==> config.mk <==
export PLATFORM = sky130hd
export DESIGN_NAME = conv_window_gen
export DESIGN_NICKNAME = d
export VERILOG_FILES = /design/src/rtl/conv_pkg.sv /design/src/rtl/conv_line_buffer.sv /design/src/rtl/conv_window_gen.sv
export SDC_FILE = /design/constraint.sdc
export NUM_CORES = 1
export LEC_CHECK = 0
export CAP_MARGIN = 20
export CORE_MARGIN = 10
export CORE_UTILIZATION = 50
export DETAILED_ROUTE_END_ITERATION = 8
export GPL_TIMING_DRIVEN = 0
export PLACE_DENSITY = 0.81
export SLEW_MARGIN = 20
export SYNTH_ARGS = -nofsm -noshare
export SYNTH_HDL_FRONTEND = slang
export SYNTH_SLANG_ARGS = --single-unit
==> constraint.sdc <==
create_clock -name clk -period 4.04 [get_ports clk]
set_input_delay 0.606 -clock clk [delete_from_list [all_inputs] [get_ports clk]]
set_output_delay 0.606 -clock clk [all_outputs]
set_load 0.05 [all_outputs]
==> src/rtl/conv_pkg.sv <==
`default_nettype none
// +-----------------------------------------------------------------+
// | conv_pkg: shared window geometry for the window gen & conv unit |
// | rev 1.0                                                         |
// +-----------------------------------------------------------------+
package conv_pkg;

   localparam int DATA_W_DEF = 9;
   localparam int K_H_DEF    = 3;
   localparam int K_W_DEF    = 3;

   // Flat element index of window position (r,c); r=0 is the oldest row.
   function automatic int win_idx(input int r, input int c, input int k_w);
      return r * k_w + c;
   endfunction

endpackage
`default_nettype wire

==> src/rtl/conv_line_buffer.sv <==
`default_nettype none
// +-----------------------------------------------------------------+
// | conv_line_buffer: one image row of storage, read-before-write   |
// | rev 1.0                                                         |
// +-----------------------------------------------------------------+
module conv_line_buffer
   import conv_pkg::*;
#(
   parameter int DEPTH  = 8,
   parameter int DATA_W = DATA_W_DEF,
   parameter int ADDR_W = $clog2(DEPTH)
) (
   input  logic              clk,
   input  logic              wr_en,
   input  logic [ADDR_W-1:0] addr,
   input  logic [DATA_W-1:0] wr_data,
   output logic [DATA_W-1:0] rd_data
);

   logic [DATA_W-1:0] mem_q [DEPTH];

   assign rd_data = mem_q[addr];

   always_ff @(posedge clk) begin
      if (wr_en) begin
         mem_q[addr] <= wr_data;
      end
   end

endmodule
`default_nettype wire

==> src/rtl/conv_window_gen.sv <==
`default_nettype none
// +-----------------------------------------------------------------+
// | conv_window_gen: raster pixel stream -> K_H x K_W sliding window|
// | rev 1.0                                                         |
// +-----------------------------------------------------------------+
module conv_window_gen
   import conv_pkg::*;
#(
   parameter int K_H    = K_H_DEF,
   parameter int K_W    = K_W_DEF,
   parameter int DATA_W = DATA_W_DEF,
   parameter int IMG_W  = 8,
   parameter int IMG_H  = 8
) (
   input  logic                      clk,
   input  logic                      rst,
   input  logic                      in_valid,
   output logic                      in_ready,
   input  logic [DATA_W-1:0]         in_pixel,
   output logic                      win_valid,
   input  logic                      win_ready,
   output logic [K_H*K_W*DATA_W-1:0] win_data,
   output logic                      win_last
);

   localparam int COL_W = $clog2(IMG_W);
   localparam int ROW_W = $clog2(IMG_H);
   localparam logic [COL_W-1:0] LAST_COL = COL_W'(IMG_W - 1);
   localparam logic [ROW_W-1:0] LAST_ROW = ROW_W'(IMG_H - 1);

   logic              acc;
   logic              window_pos;
   logic              frame_end;
   logic [COL_W-1:0]  col_q, col_d;
   logic [ROW_W-1:0]  row_q, row_d;
   logic              win_valid_q, win_valid_d;
   logic              win_last_q, win_last_d;
   logic [DATA_W-1:0] win_q [K_H][K_W];
   logic [DATA_W-1:0] win_d [K_H][K_W];
   logic [DATA_W-1:0] lb_rd [K_H-1];
   logic [DATA_W-1:0] lb_wr [K_H-1];

   assign in_ready   = !win_valid_q || win_ready;
   assign acc        = in_valid && in_ready;
   assign window_pos = (row_q >= ROW_W'(K_H - 1)) && (col_q >= COL_W'(K_W - 1));
   assign frame_end  = (row_q == LAST_ROW) && (col_q == LAST_COL);
   assign win_valid  = win_valid_q;
   assign win_last   = win_last_q;

   // Each buffer takes the value the buffer below it held at this column,
   // so the stack always holds the K_H-1 rows preceding the current one.
   generate
      for (genvar k = 0; k < K_H - 1; k++) begin : g_lbuf
         conv_line_buffer #(
            .DEPTH  (IMG_W),
            .DATA_W (DATA_W)
         ) u_lbuf (
            .clk     (clk),
            .wr_en   (acc),
            .addr    (col_q),
            .wr_data (lb_wr[k]),
            .rd_data (lb_rd[k])
         );
         if (k == K_H - 2) begin : g_bottom
            assign lb_wr[k] = in_pixel;
         end else begin : g_upper
            assign lb_wr[k] = lb_rd[k+1];
         end
      end

      for (genvar r = 0; r < K_H; r++) begin : g_pack_r
         for (genvar c = 0; c < K_W; c++) begin : g_pack_c
            localparam int IDX = win_idx(r, c, K_W);
            assign win_data[IDX*DATA_W +: DATA_W] = win_q[r][c];
         end
      end
   endgenerate

   always_comb begin
      col_d       = col_q;
      row_d       = row_q;
      win_valid_d = win_valid_q;
      win_last_d  = win_last_q;
      win_d       = win_q;
      if (acc) begin
         if (col_q == LAST_COL) begin
            col_d = '0;
            row_d = (row_q == LAST_ROW) ? '0 : row_q + ROW_W'(1);
         end else begin
            col_d = col_q + COL_W'(1);
         end
         for (int r = 0; r < K_H; r++) begin
            for (int c = 0; c < K_W - 1; c++) begin
               win_d[r][c] = win_q[r][c+1];
            end
         end
         for (int r = 0; r < K_H - 1; r++) begin
            win_d[r][K_W-1] = lb_rd[r];
         end
         win_d[K_H-1][K_W-1] = in_pixel;
         win_valid_d = window_pos;
         win_last_d  = window_pos && frame_end;
      end else if (win_ready) begin
         win_valid_d = 1'b0;
         win_last_d  = 1'b0;
      end
   end

   always_ff @(posedge clk) begin
      if (rst) begin
         col_q       <= '0;
         row_q       <= '0;
         win_valid_q <= 1'b0;
         win_last_q  <= 1'b0;
         for (int r = 0; r < K_H; r++) begin
            for (int c = 0; c < K_W; c++) begin
               win_q[r][c] <= '0;
            end
         end
      end else begin
         col_q       <= col_d;
         row_q       <= row_d;
         win_valid_q <= win_valid_d;
         win_last_q  <= win_last_d;
         win_q       <= win_d;
      end
   end

endmodule
`default_nettype wire
==> run_results.csv <==
group,metric,value,unit
final_layout,drive_above_1_share,12.7,%
place,final_replace_weighted_congestion,0.847,
floorplan,fp.dieW,152,um
synthesis,post_synthesis_sequential_area_ratio,70.9,%
power,post-layout-total-power,5.20,mW
floorplan,die_h,152,um
synthesis,leading_area_contributor_after_synthesis,"edfxtp_1",
floorplan,floorplan.core_area,17200,sq um
setup_path,timing.setup.critical_path_class,"input pin to register",
cts,cts_hold_buffers,0,
setup_path,timing.critical_path.to_type,"register",
timing,slew_headroom,44.6,%
global_route,vias_in_the_first_global_route,5636,
power,irDropWorstVdd,0.372,mV
detailed_routing,drt-vias-per-instance,5.64,
detailed_routing,drt-total-wl,20400,um
cts,cts.root.buffer_cell,"clkbuf_16",
timing,transition_time_of_the_tightest_slew_check_pin,0.826,ns
outcome,status,"finished clean",
timing,setup_viol,0,
detailed_routing,count_of_antenna_violating_nets_left_after_detailed_routing,0,
synthesis,synth_cell_types,36,
cts,clkLatencyLatePin,0.51,ns
timing,grt_setup_unrepaired,"no",
detailed_routing,drt-initial-drc-count,538,
cts,path_clk_slew,0.06,ns
timing,period_share,77.0,%
timing,final.setup_skew,0.0237,ns
cts,cts.htree.levels,1,
final_layout,num-fill-cells,1277,
synthesis,synth.net_count,666,
detailed_routing,route.vias.total,5772,
timing,fmaxAchievable,321,MHz
global_route,global_route.usage.total,16.7,%
cts,cts.repair_timing.setup_buffer_count,0,
floorplan,die_footprint,23100,sq um
cts,tritoncts,"yes",
final_layout,n_antenna_cell,0,
detailed_routing,route.detailed.drc,0,
setup_path,worst_ep_arrival_time,3.32,ns
worst_hold_path,worstHoldPathType,"register to register",
final_layout,final_net_count,800,
final_layout,flow.area_growth_from_synthesis,24.2,%
setup_path,worstPathMaxFanout,10,
floorplan,io_pins,97,
cts,tritoncts.num_buffers,23,
synthesis,share_of_flip_flops_with_an_asynchronous_set_or_reset_after_synthesis,0,%
synthesis,syn_avg_cell_area,13.4,sq um
synthesis,synthesis.instances,648,
detailed_routing,drt_pre_antenna_iters,5,
detailed_routing,wire_per_inst,20.0,um
power,static-leakage-power,3.60,nW
setup_path,cp.required,4.25,ns
synthesis,netlist.area_leader.share,49.7,%
synthesis,synth.ff_latch_count,236,
global_route,number_of_antenna_violations_at_the_first_check_in_global_routing,0,
cts,cts-resized-gates,0,
timing,fin_setup_tns,0,ns
synthesis,synth_area,8700,sq um
synthesis,number_of_synthesized_flops_with_an_enable_pin,144,
place,place.detailed.hpwl,14200,um
floorplan,start_util,50.7,%
global_route,gr_overflow_total,0,
power,power_density,482,nW/um^2
job,timing.max_cap.violations,0,
synthesis,synth_flop_cell,"edfxtp_1",
place,port_buffers,95,
cts,cts-root-to-sink-buffers,3,
synthesis,yosys_warnings,0,
global_route,global_route_wire_length_before_repair,31700,um
global_route,grt_start_max_net_pins,16,
timing,final.min_clock_period,3.11,ns
timing,timing.final.max_slew_violations,0,
timing,finalHoldViolations,0,
final_layout,layout_common_cells,"144 x edfxtp_1, 137 x nand2_1, 95 x clkdlybuf4s50_1",
floorplan,fp-row-count,48,
setup_path,timing.critical_path.from_type,"input pin",
synthesis,netlist_top_cells_area,"edfxtp_1 50%, dfxtp_1 21%, nand2_1 5.9%",
final_layout,mostFrequentLayoutCell,"edfxtp_1",
cts,cts.sinks,236,
## through the flow
step	setup slack (ns)	hold slack, ns	area, sq um	cells	util (%)
detailed placement	0.461	0.446	10100	982	58.8
global route	0.823	0.473	10800	1023	62.9
floorplan	0.247	0.454	8700	648	-
global placement	-1.55	0.442	9930	968	57.8
finish	0.929	0.453	10800	1023	62.9
CTS	0.965	0.454	10800	1023	62.9
## critical path, stage by stage
cell and delay, ns:
clkdlybuf4s50_1 0.47, nand2b_1 0.20, and2_1 0.15, buf_2 0.20, clkbuf_1 0.47, nand2_1 0.28
nor3_2 0.54, buf_6 0.24, buf_6 0.16
## final cells by class
type                            instances  area, sq um  area share, %
Clock inverter                          8         43.8          0.405
Sequential cell                       236         6170           57.1
Tap cell                              225          282           2.61
Clock buffer                           33          663           6.14
Buffer                                 44          209           1.93
Inverter                                3         11.3          0.104
Multi-Input combinational cell        365         2350           21.7
Timing Repair Buffer                  109         1080           10.0
## kinds of logic after synthesis
kind of cell               count (synthesis)  synth area share [%]
DFF                                      236                  70.9
muxes                                     49                  8.71
buffers and inverters                     47                  2.53
and+or+nand+nor                          194                  9.06
adders and majority gates                  5                 0.719
AOI/OAI and AO/OA                        117                  8.11
## where the power goes
group	total, mW	switching [mW]	internal [mW]	leakage [nW]
clock	2.00	0.857	1.14	0.349
combinational	0.525	0.352	0.174	1.19
sequential	2.68	0.0385	2.64	2.06
total	5.20	1.25	3.96	3.60
## synth_stat cells (4+ instances only)
cell,instances
nor3_1,14
ha_1,5
a211oi_1,8
mux4_1,4
mux2i_1,18
a221oi_1,9
a22oi_1,5
nor2_1,24
a21oi_1,80
edfxtp_1,144
mux4_2,14
nand3_1,6
buf_2,16
mux2_1,4
o221a_1,5
nand2_1,137
clkbuf_1,20
o221ai_1,5
mux2_2,6
buf_1,6
dfxtp_1,92
## flip-flops by register name (all words and copies together) (netlist names), named ones only
name	cells
row_q	3
win_valid	1
win_last	1
col_q	3
g_lbuf.u_lbuf.mem_q	144
win_data	81
## metal layers
layer | vias up | wire [um] | part of all wire [%] | global-route usage (%)
met2 | 260 | 9990 | 49 | 27.9
met3 | 22 | 1590 | 7.8 | 3.92
met4 | 0 | 297 | 1.5 | 3.81
met1 | 2839 | 8570 | 42 | 21.5
li1 | 2651 | - | - | -
met5 | - | 0 | 0 | 0
## final timing paths
kind | from | cells after the start | slack (ns) | end
worst max register to register | win_valid$_SDFFE_PP0P_ | 8 | 1.25 | g_lbuf[0].u_lbuf.mem_q[1][4]$_DFFE_PP_
worst max-delay path | win_ready | 9 | 0.93 | g_lbuf[0].u_lbuf.mem_q[1][4]$_DFFE_PP_
worst min register to register | win_data[56]$_SDFFE_PP0P_ | 2 | 0.45 | win_data[56]$_SDFFE_PP0P_
worst min-delay path | win_data[56]$_SDFFE_PP0P_ | 2 | 0.45 | win_data[56]$_SDFFE_PP0P_
Power figures use the tool's default switching activity.
